**src/rtl/lif_pkg.sv**
```systemverilog
// lif_pkg -- shared definitions for the leaky integrate-and-fire core.
//   Widths of a spike row, a synaptic weight, the membrane and a row sum,
//   the controller state type and the saturating membrane add.
package lif_pkg;

  localparam int ROW_W  = 24;  // pre-synaptic spikes per row, weights per BRAM word
  localparam int WGT_W  = 8;   // signed weight width
  localparam int VMEM_W = 16;  // signed membrane width
  localparam int SUM_W  = 13;  // signed row-sum width, holds +/-24*128
  localparam int REFR_W = 3;
  localparam logic [REFR_W-1:0] REFR_LOAD = 3'd4;

  typedef enum logic [1:0] {
    ST_IDLE    = 2'd0,
    ST_CAPTURE = 2'd1,
    ST_ACCUM   = 2'd2,
    ST_FIRE    = 2'd3
  } lif_state_e;

  // Membrane plus row sum, clamped to the signed membrane range.
  function automatic logic signed [VMEM_W-1:0] sat_add(
    input logic signed [VMEM_W-1:0] v,
    input logic signed [SUM_W-1:0]  s
  );
    logic [VMEM_W:0] t;
    t = {v[VMEM_W-1], v} + {{(VMEM_W+1-SUM_W){s[SUM_W-1]}}, s};
    // Overflow shows up as disagreement between the two top bits.
    if (t[VMEM_W] != t[VMEM_W-1])
      sat_add = t[VMEM_W] ? {1'b1, {(VMEM_W-1){1'b0}}} : {1'b0, {(VMEM_W-1){1'b1}}};
    else
      sat_add = t[VMEM_W-1:0];
  endfunction

endpackage

```
**src/rtl/lif_core_row_dot.sv**
```systemverilog
// row_dot -- combinational masked dot product of one spike row with one
//   BRAM word of signed weights.
//   spikes_i  : spike row, bit k selects weight k
//   weights_i : ROW_W packed signed weights, weight k at [k*WGT_W +: WGT_W]
//   sum_o     : signed sum of the selected weights
module row_dot
  import lif_pkg::*;
(
  input  logic [ROW_W-1:0]        spikes_i,
  input  logic [ROW_W*WGT_W-1:0]  weights_i,
  output logic signed [SUM_W-1:0] sum_o
);

  logic signed [WGT_W-1:0] w;

  always_comb begin
    sum_o = '0;
    w     = '0;
    for (int k = 0; k < ROW_W; k++) begin
      w = weights_i[k*WGT_W +: WGT_W];
      if (spikes_i[k]) sum_o = sum_o + SUM_W'(w);
    end
  end

endmodule

```
**src/rtl/lif_core.sv**
```systemverilog
// lif_core -- leaky integrate-and-fire layer controller.
//   Captures 24 spike rows per sample period, streams NPOST*24 weight words
//   from an external BRAM, integrates each masked row sum into a saturating
//   per-neuron membrane, then fires/leaks all neurons in one cycle.
//
//   State | meaning
//   IDLE    | waiting for i_syn_run
//   CAPTURE | storing 24 valid spike rows
//   ACCUM   | issuing reads, integrating returned words (1-cycle latency)
//   FIRE    | threshold compare, reset-on-fire or leak, publish spikes
//
// Ports:
//   clk, reset            : clock, asynchronous active-high reset
//   i_syn_run             : start of a sample period (honoured in IDLE only)
//   i_spike_bundle/i_valid: spike row input and its qualifier
//   o_addr/o_ce/o_we/i_q  : weight BRAM read port, word = n*24 + r
//   o_post_spike/o_valid  : fire flags of the last period and update pulse
//   o_busy                : high whenever the controller is not IDLE
//
// Build option: define LIF_REFRACTORY_EN to add a per-neuron refractory
//   counter (loaded with 4 on fire, skips integration and leak while
//   nonzero, counts down once per FIRE).
module lif_core
  import lif_pkg::*;
#(
  parameter int                        NPOST      = 10,
  parameter logic signed [VMEM_W-1:0]  V_TH       = 16'sd1024,
  parameter int                        LEAK_SHIFT = 4
) (
  input  logic                     clk,
  input  logic                     reset,
  input  logic                     i_syn_run,
  input  logic [ROW_W-1:0]         i_spike_bundle,
  input  logic                     i_valid,
  output logic [7:0]               o_addr,
  output logic                     o_ce,
  output logic                     o_we,
  input  logic [ROW_W*WGT_W-1:0]   i_q,
  output logic [NPOST-1:0]         o_post_spike,
  output logic                     o_valid,
  output logic                     o_busy
);

  localparam int NW = (NPOST > 1) ? $clog2(NPOST) : 1;
  localparam int CW = $clog2(ROW_W);

  lif_state_e               state_q;
  logic [CW-1:0]            cap_cnt_q;
  logic [ROW_W-1:0]         rows_q [ROW_W];
  logic [NW-1:0]            n_q;
  logic [CW-1:0]            r_q;
  logic [7:0]               addr_q;
  logic                     ce_q;
  logic                     pend_q;
  logic [NW-1:0]            pend_n_q;
  logic [CW-1:0]            pend_r_q;
  logic signed [VMEM_W-1:0] vmem_q [NPOST];
  logic [NPOST-1:0]         spike_q;
  logic                     valid_q;
  logic signed [SUM_W-1:0]  row_sum;
`ifdef LIF_REFRACTORY_EN
  logic [REFR_W-1:0]        refr_q [NPOST];
`endif

  // The word arriving on i_q belongs to the address issued one cycle ago,
  // so the row mask follows the delayed row index.
  row_dot u_row_dot (
    .spikes_i  (rows_q[pend_r_q]),
    .weights_i (i_q),
    .sum_o     (row_sum)
  );

  always_ff @(posedge clk or posedge reset) begin
    if (reset) begin
      state_q   <= ST_IDLE;
      cap_cnt_q <= '0;
      n_q       <= '0;
      r_q       <= '0;
      addr_q    <= '0;
      ce_q      <= 1'b0;
      pend_q    <= 1'b0;
      pend_n_q  <= '0;
      pend_r_q  <= '0;
      spike_q   <= '0;
      valid_q   <= 1'b0;
      for (int i = 0; i < ROW_W; i++) rows_q[i] <= '0;
      for (int n = 0; n < NPOST; n++) begin
        vmem_q[n] <= '0;
`ifdef LIF_REFRACTORY_EN
        refr_q[n] <= '0;
`endif
      end
    end else begin
      valid_q  <= 1'b0;
      pend_q   <= ce_q;
      pend_n_q <= n_q;
      pend_r_q <= r_q;

      case (state_q)
        ST_IDLE: begin
          if (i_syn_run) begin
            state_q   <= ST_CAPTURE;
            cap_cnt_q <= '0;
          end
        end

        ST_CAPTURE: begin
          if (i_valid) begin
            rows_q[cap_cnt_q] <= i_spike_bundle;
            if (cap_cnt_q == CW'(ROW_W-1)) begin
              state_q   <= ST_ACCUM;
              cap_cnt_q <= '0;
              ce_q      <= 1'b1;
              addr_q    <= '0;
              n_q       <= '0;
              r_q       <= '0;
            end else begin
              cap_cnt_q <= cap_cnt_q + CW'(1);
            end
          end
        end

        ST_ACCUM: begin
          if (ce_q) begin
            if (n_q == NW'(NPOST-1) && r_q == CW'(ROW_W-1)) begin
              ce_q <= 1'b0;
            end else begin
              addr_q <= addr_q + 8'd1;
              if (r_q == CW'(ROW_W-1)) begin
                r_q <= '0;
                n_q <= n_q + NW'(1);
              end else begin
                r_q <= r_q + CW'(1);
              end
            end
          end
          if (pend_q) begin
`ifdef LIF_REFRACTORY_EN
            if (refr_q[pend_n_q] == '0)
              vmem_q[pend_n_q] <= sat_add(vmem_q[pend_n_q], row_sum);
`else
            vmem_q[pend_n_q] <= sat_add(vmem_q[pend_n_q], row_sum);
`endif
            // Reads have stopped and this is the final returned word.
            if (!ce_q) state_q <= ST_FIRE;
          end
        end

        ST_FIRE: begin
          for (int n = 0; n < NPOST; n++) begin
`ifdef LIF_REFRACTORY_EN
            if (refr_q[n] != '0) begin
              refr_q[n]  <= refr_q[n] - REFR_W'(1);
              spike_q[n] <= 1'b0;
            end else
`endif
            if (vmem_q[n] >= V_TH) begin
              spike_q[n] <= 1'b1;
              vmem_q[n]  <= '0;
`ifdef LIF_REFRACTORY_EN
              refr_q[n]  <= REFR_LOAD;
`endif
            end else begin
              spike_q[n] <= 1'b0;
              vmem_q[n]  <= vmem_q[n] - (vmem_q[n] >>> LEAK_SHIFT);
            end
          end
          valid_q <= 1'b1;
          addr_q  <= '0;
          n_q     <= '0;
          r_q     <= '0;
          state_q <= ST_IDLE;
        end

        default: state_q <= ST_IDLE;
      endcase
    end
  end

  assign o_addr       = addr_q;
  assign o_ce         = ce_q;
  assign o_we         = 1'b0;
  assign o_post_spike = spike_q;
  assign o_valid      = valid_q;
  assign o_busy       = (state_q != ST_IDLE);

endmodule
```
**config.mk**
```make
export PLATFORM = sky130hd
export DESIGN_NAME = lif_core
export DESIGN_NICKNAME = d
export VERILOG_FILES = /design/src/rtl/lif_pkg.sv /design/src/rtl/lif_core_row_dot.sv /design/src/rtl/lif_core.sv
export SDC_FILE = /design/constraint.sdc
export NUM_CORES = 2
export LEC_CHECK = 0
export CELL_PAD_IN_SITES_DETAIL_PLACEMENT = 0
export CELL_PAD_IN_SITES_GLOBAL_PLACEMENT = 1
export CORE_UTILIZATION = 52
export CTS_CLUSTER_DIAMETER = 120
export CTS_CLUSTER_SIZE = 14
export DETAILED_ROUTE_END_ITERATION = 12
export DONT_BUFFER_PORTS = 1
export PLACE_DENSITY = 0.89
export RECOVER_POWER = 50
export SYNTH_ARGS = -nofsm -noshare
export SYNTH_HDL_FRONTEND = slang
export SYNTH_HIERARCHICAL = 1
export SYNTH_SLANG_ARGS = --single-unit
```
**constraint.sdc**
```tcl
create_clock -name clk -period 31.1 [get_ports clk]
set_clock_uncertainty 0.1 [all_clocks]
set_input_delay 4.665 -clock clk [delete_from_list [all_inputs] [get_ports clk]]
set_output_delay 4.665 -clock clk [all_outputs]
set_load 0.05 [all_outputs]
```
==> impl_metrics.yaml <==
synth:
  syn_nets: 6925
  yosys_warnings: 6
  synth_top_cells_by_count: "dfrtp_1, mux2_2, ha_1"
  synthesis.area_um2: 61500
  synth-async-reset-ratio_pct: 100
  synth_area_leaders: "dfrtp_1, mux2_2, ha_1, mux4_2, a21oi_1"
  yosysTopAreaCell: "dfrtp_1"
  netlist_instances: 6208
  ys_types: 106
  synth_ff_type: "dfrtp_1"
  synth-edff-count: 0
  synth.most_common_cell: "dfrtp_1"
  synth_seq_cells: 782
  synth.top_cell.area_share_pct: 31.8
  synth-seq-area-share_pct: 31.8
  postSynthAreaPerCell_um2: 9.91
min_path:
  min-delay-start: "n_q[3]"
  whs_path_depth: 0
  whs_endpoint: "pend_n_q[3]"
  worst_hold_path_type: "reg2reg"
global_route:
  grt_max_degree: 183
  grt_pass1_wl_mm: 306
  antenna_found_initial: 6
  grt.overflow.total: 0
  grtUsageTotal_pct: 32.4
  grt_pass1_vias: 52456
clock_tree:
  htreeDepth: 3
  path_clk_slew_ps: 80
  numClockSinks: 782
  root_buffer: "clkbuf_16"
  cts_made_buffers: 66
  cts_buffer_depth: 3
  clock_latency_ps: 660
  cts_tree: "built"
placement:
  hpwl_mm: 142
  numPortBuffers: 0
  gp_congestion: 0.988
  preCtsSetupSlack_ps: -1590
timing:
  maxSlewHeadroom_pct: -527
  fin_crit_sh_pct: 97.3
  hold_viol_final: 0
  worst_slack_ps: 851
  setup_viol: 0
  min_period_ps: 30250
  max_freq_mhz: 33.1
  tightest_slew_ps: 9410
  slew_viol_final: 691
floorplanning:
  core_area_um2: 117000
  die_x_um: 346
  ios: 242
  start_util_pct: 52.7
  dieArea_um2: 120000
  fp.dieH_um: 346
  rows: 125
job:
  cap_violations: 18
worst_setup_path:
  worstSetupEndpointType: "flip-flop"
  reg2reg_to: "vmem_q[94]"
  critPathSlowestCell: "or4b_4"
  cp_max_fo: 5
  required_ps: 31550
  cp.arrival_ps: 30700
  r2r_slack_ps: 2560
  rr_startpoint: "pend_r_q[0]"
  start_kind: "primary input"
  critical-path-max-stage-delay_ps: 570
  worst-setup-path-type: "in2reg"
  cp_common_cell: "ha_1"
  reg2reg_depth: 144
detailed_routing:
  firstDrtPassIters: 5
  post-route-drc-count: 0
  drt_iter0_drc: 4956
  ant_nets: 0
  vias: 53602
  wl_mm: 201
  viasPerCell: 6.49
  wl_per_cell_um: 24.3
status:
  status: "finished with violations"
  violations: "capacitance limit, slew limit"
cells_and_area:
  final_nets: 7434
  area_delta_synth_final_pct: 16.8
  drive_above_1_share_pct: 29.6
==> cell usage in the layout (no fill, tap or decap), types with 43 or more instances in the layout <==
cell / netlist / layout
o21ai_0: 346 / 291
dfrtp_1: 782 / 777
or3_1: 66 / 57
a21oi_1: 367 / 327
nand2_1: 428 / 419
a22oi_1: 49 / 48
o31ai_1: 57 / 43
ha_1: 464 / 401
xor2_1: 136 / 129
inv_1: 343 / 339
nor2b_1: 51 / 48
a31oi_1: 53 / 46
nand3_1: 97 / 93
xnor2_1: 170 / 159
a21o_1: 114 / 114
o221ai_1: 66 / 60
and3_1: 47 / 47
mux4_2: 200 / 200
nand2b_1: 81 / 74
o211ai_1: 43 / 43
o21a_1: 98 / 96
ha_4: 0 / 56
clkbuf_16: 0 / 67
mux2i_1: 65 / 65
o21ai_1: 13 / 48
o21bai_1: 47 / 47
mux2_2: 630 / 604
nor2_1: 332 / 322
buf_4: 3 / 699
nor3_1: 167 / 155
==> worst max path at each step <==
| stage | to | slack, ps | start |
|---|---|---|---|
| global placement | vmem_q[102] | -930 | i_q[0] |
| finish | vmem_q[94] | 850 | i_q[0] |
| global route | vmem_q[46] | -390 | i_q[0] |
| detailed placement | vmem_q[38] | -1590 | i_q[0] |
| floorplan | vmem_q[78] | 420 | i_q[0] |
| CTS | vmem_q[94] | 8 | i_q[0] |
==> registers in the layout, indices dropped and copies added (netlist names) <==
register,count
rows_q,576
state_q,2
n_q,4
pend_n_q,4
o_valid,1
o_addr,8
o_post_spike,10
cap_cnt_q,5
vmem_q,160
o_ce,1
pend_q,1
pend_r_q,5
r_q,5
==> cell type report <==
class | count | area [um2]
Antenna cell | 3 | 7.51
Clock buffer | 70 | 1690
Clock inverter | 9 | 129
Fill cell | 9191 | 44800
Inverter | 347 | 1300
Multi-Input combinational cell | 4788 | 41600
Sequential cell | 782 | 19600
Tap cell | 1524 | 1910
Timing Repair Buffer | 732 | 5680
==> routing by layer <==
layer  global-route usage, %  part of all wire, %  wire (um)
met4                    11.6                  3.6       7310
met1                    43.2                   41      82400
met2                    52.3                   47      93800
met5                       0                    0          0
met3                    6.62                  8.6      17200
==> worst max-delay path: cells and delay by family <==
kind / cells / cell delay (ps)
AO/OA/AOI/OAI: 44 / 6880
XOR/XNOR: 19 / 3240
adder cells (fa/ha/maj): 25 / 7490
buffers and inverters: 15 / 2000
multiplexers: 6 / 1420
AND/OR/NAND/NOR: 30 / 4950
==> metrics by stage <==
step | utilization [%] | std cells | TNS (ps) | cell area, um2 | hold WS (ps)
2_1_floorplan | - | 6208 | 0 | 61500 | 292
3_3_place_gp | 58.0 | 8103 | -112460 | 67600 | 310
4_1_cts | 59.8 | 8200 | 0 | 69800 | 328
3_5_place_dp | 58.0 | 8103 | -211460 | 67600 | 325
6_report | 61.6 | 8255 | 0 | 71900 | 331
5_1_grt | 61.6 | 8255 | -37460 | 71900 | 361
==> cell families (layout without fill, tap and decap cells) <==
| group | Yosys count | count (layout) | share of synthesized area (%) |
|---|---|---|---|
| AND/OR/NAND/NOR | 1458 | 1458 | 11.4 |
| XOR/XNOR | 313 | 313 | 4.61 |
| adder cells (fa/ha/maj) | 499 | 499 | 10.5 |
| buffers and inverters | 638 | 1158 | 3.98 |
| multiplexers | 895 | 895 | 19.9 |
| flip-flops | 782 | 782 | 31.8 |
| AO/OA/AOI/OAI | 1622 | 1622 | 17.7 |
| other | 1 | 4 | 0.00610 |
==> timing repair <==
item	4_1_cts	5_1_grt
pin swaps	21	147
resized for setup	34	343
buffers inserted	18	52
endpoints found under the setup margin	160	160
hold buffers	0	0
Power is left out: the tool's default activity adds up to more than one toggle a clock period on the data nets, which glitch-free logic cannot reach.
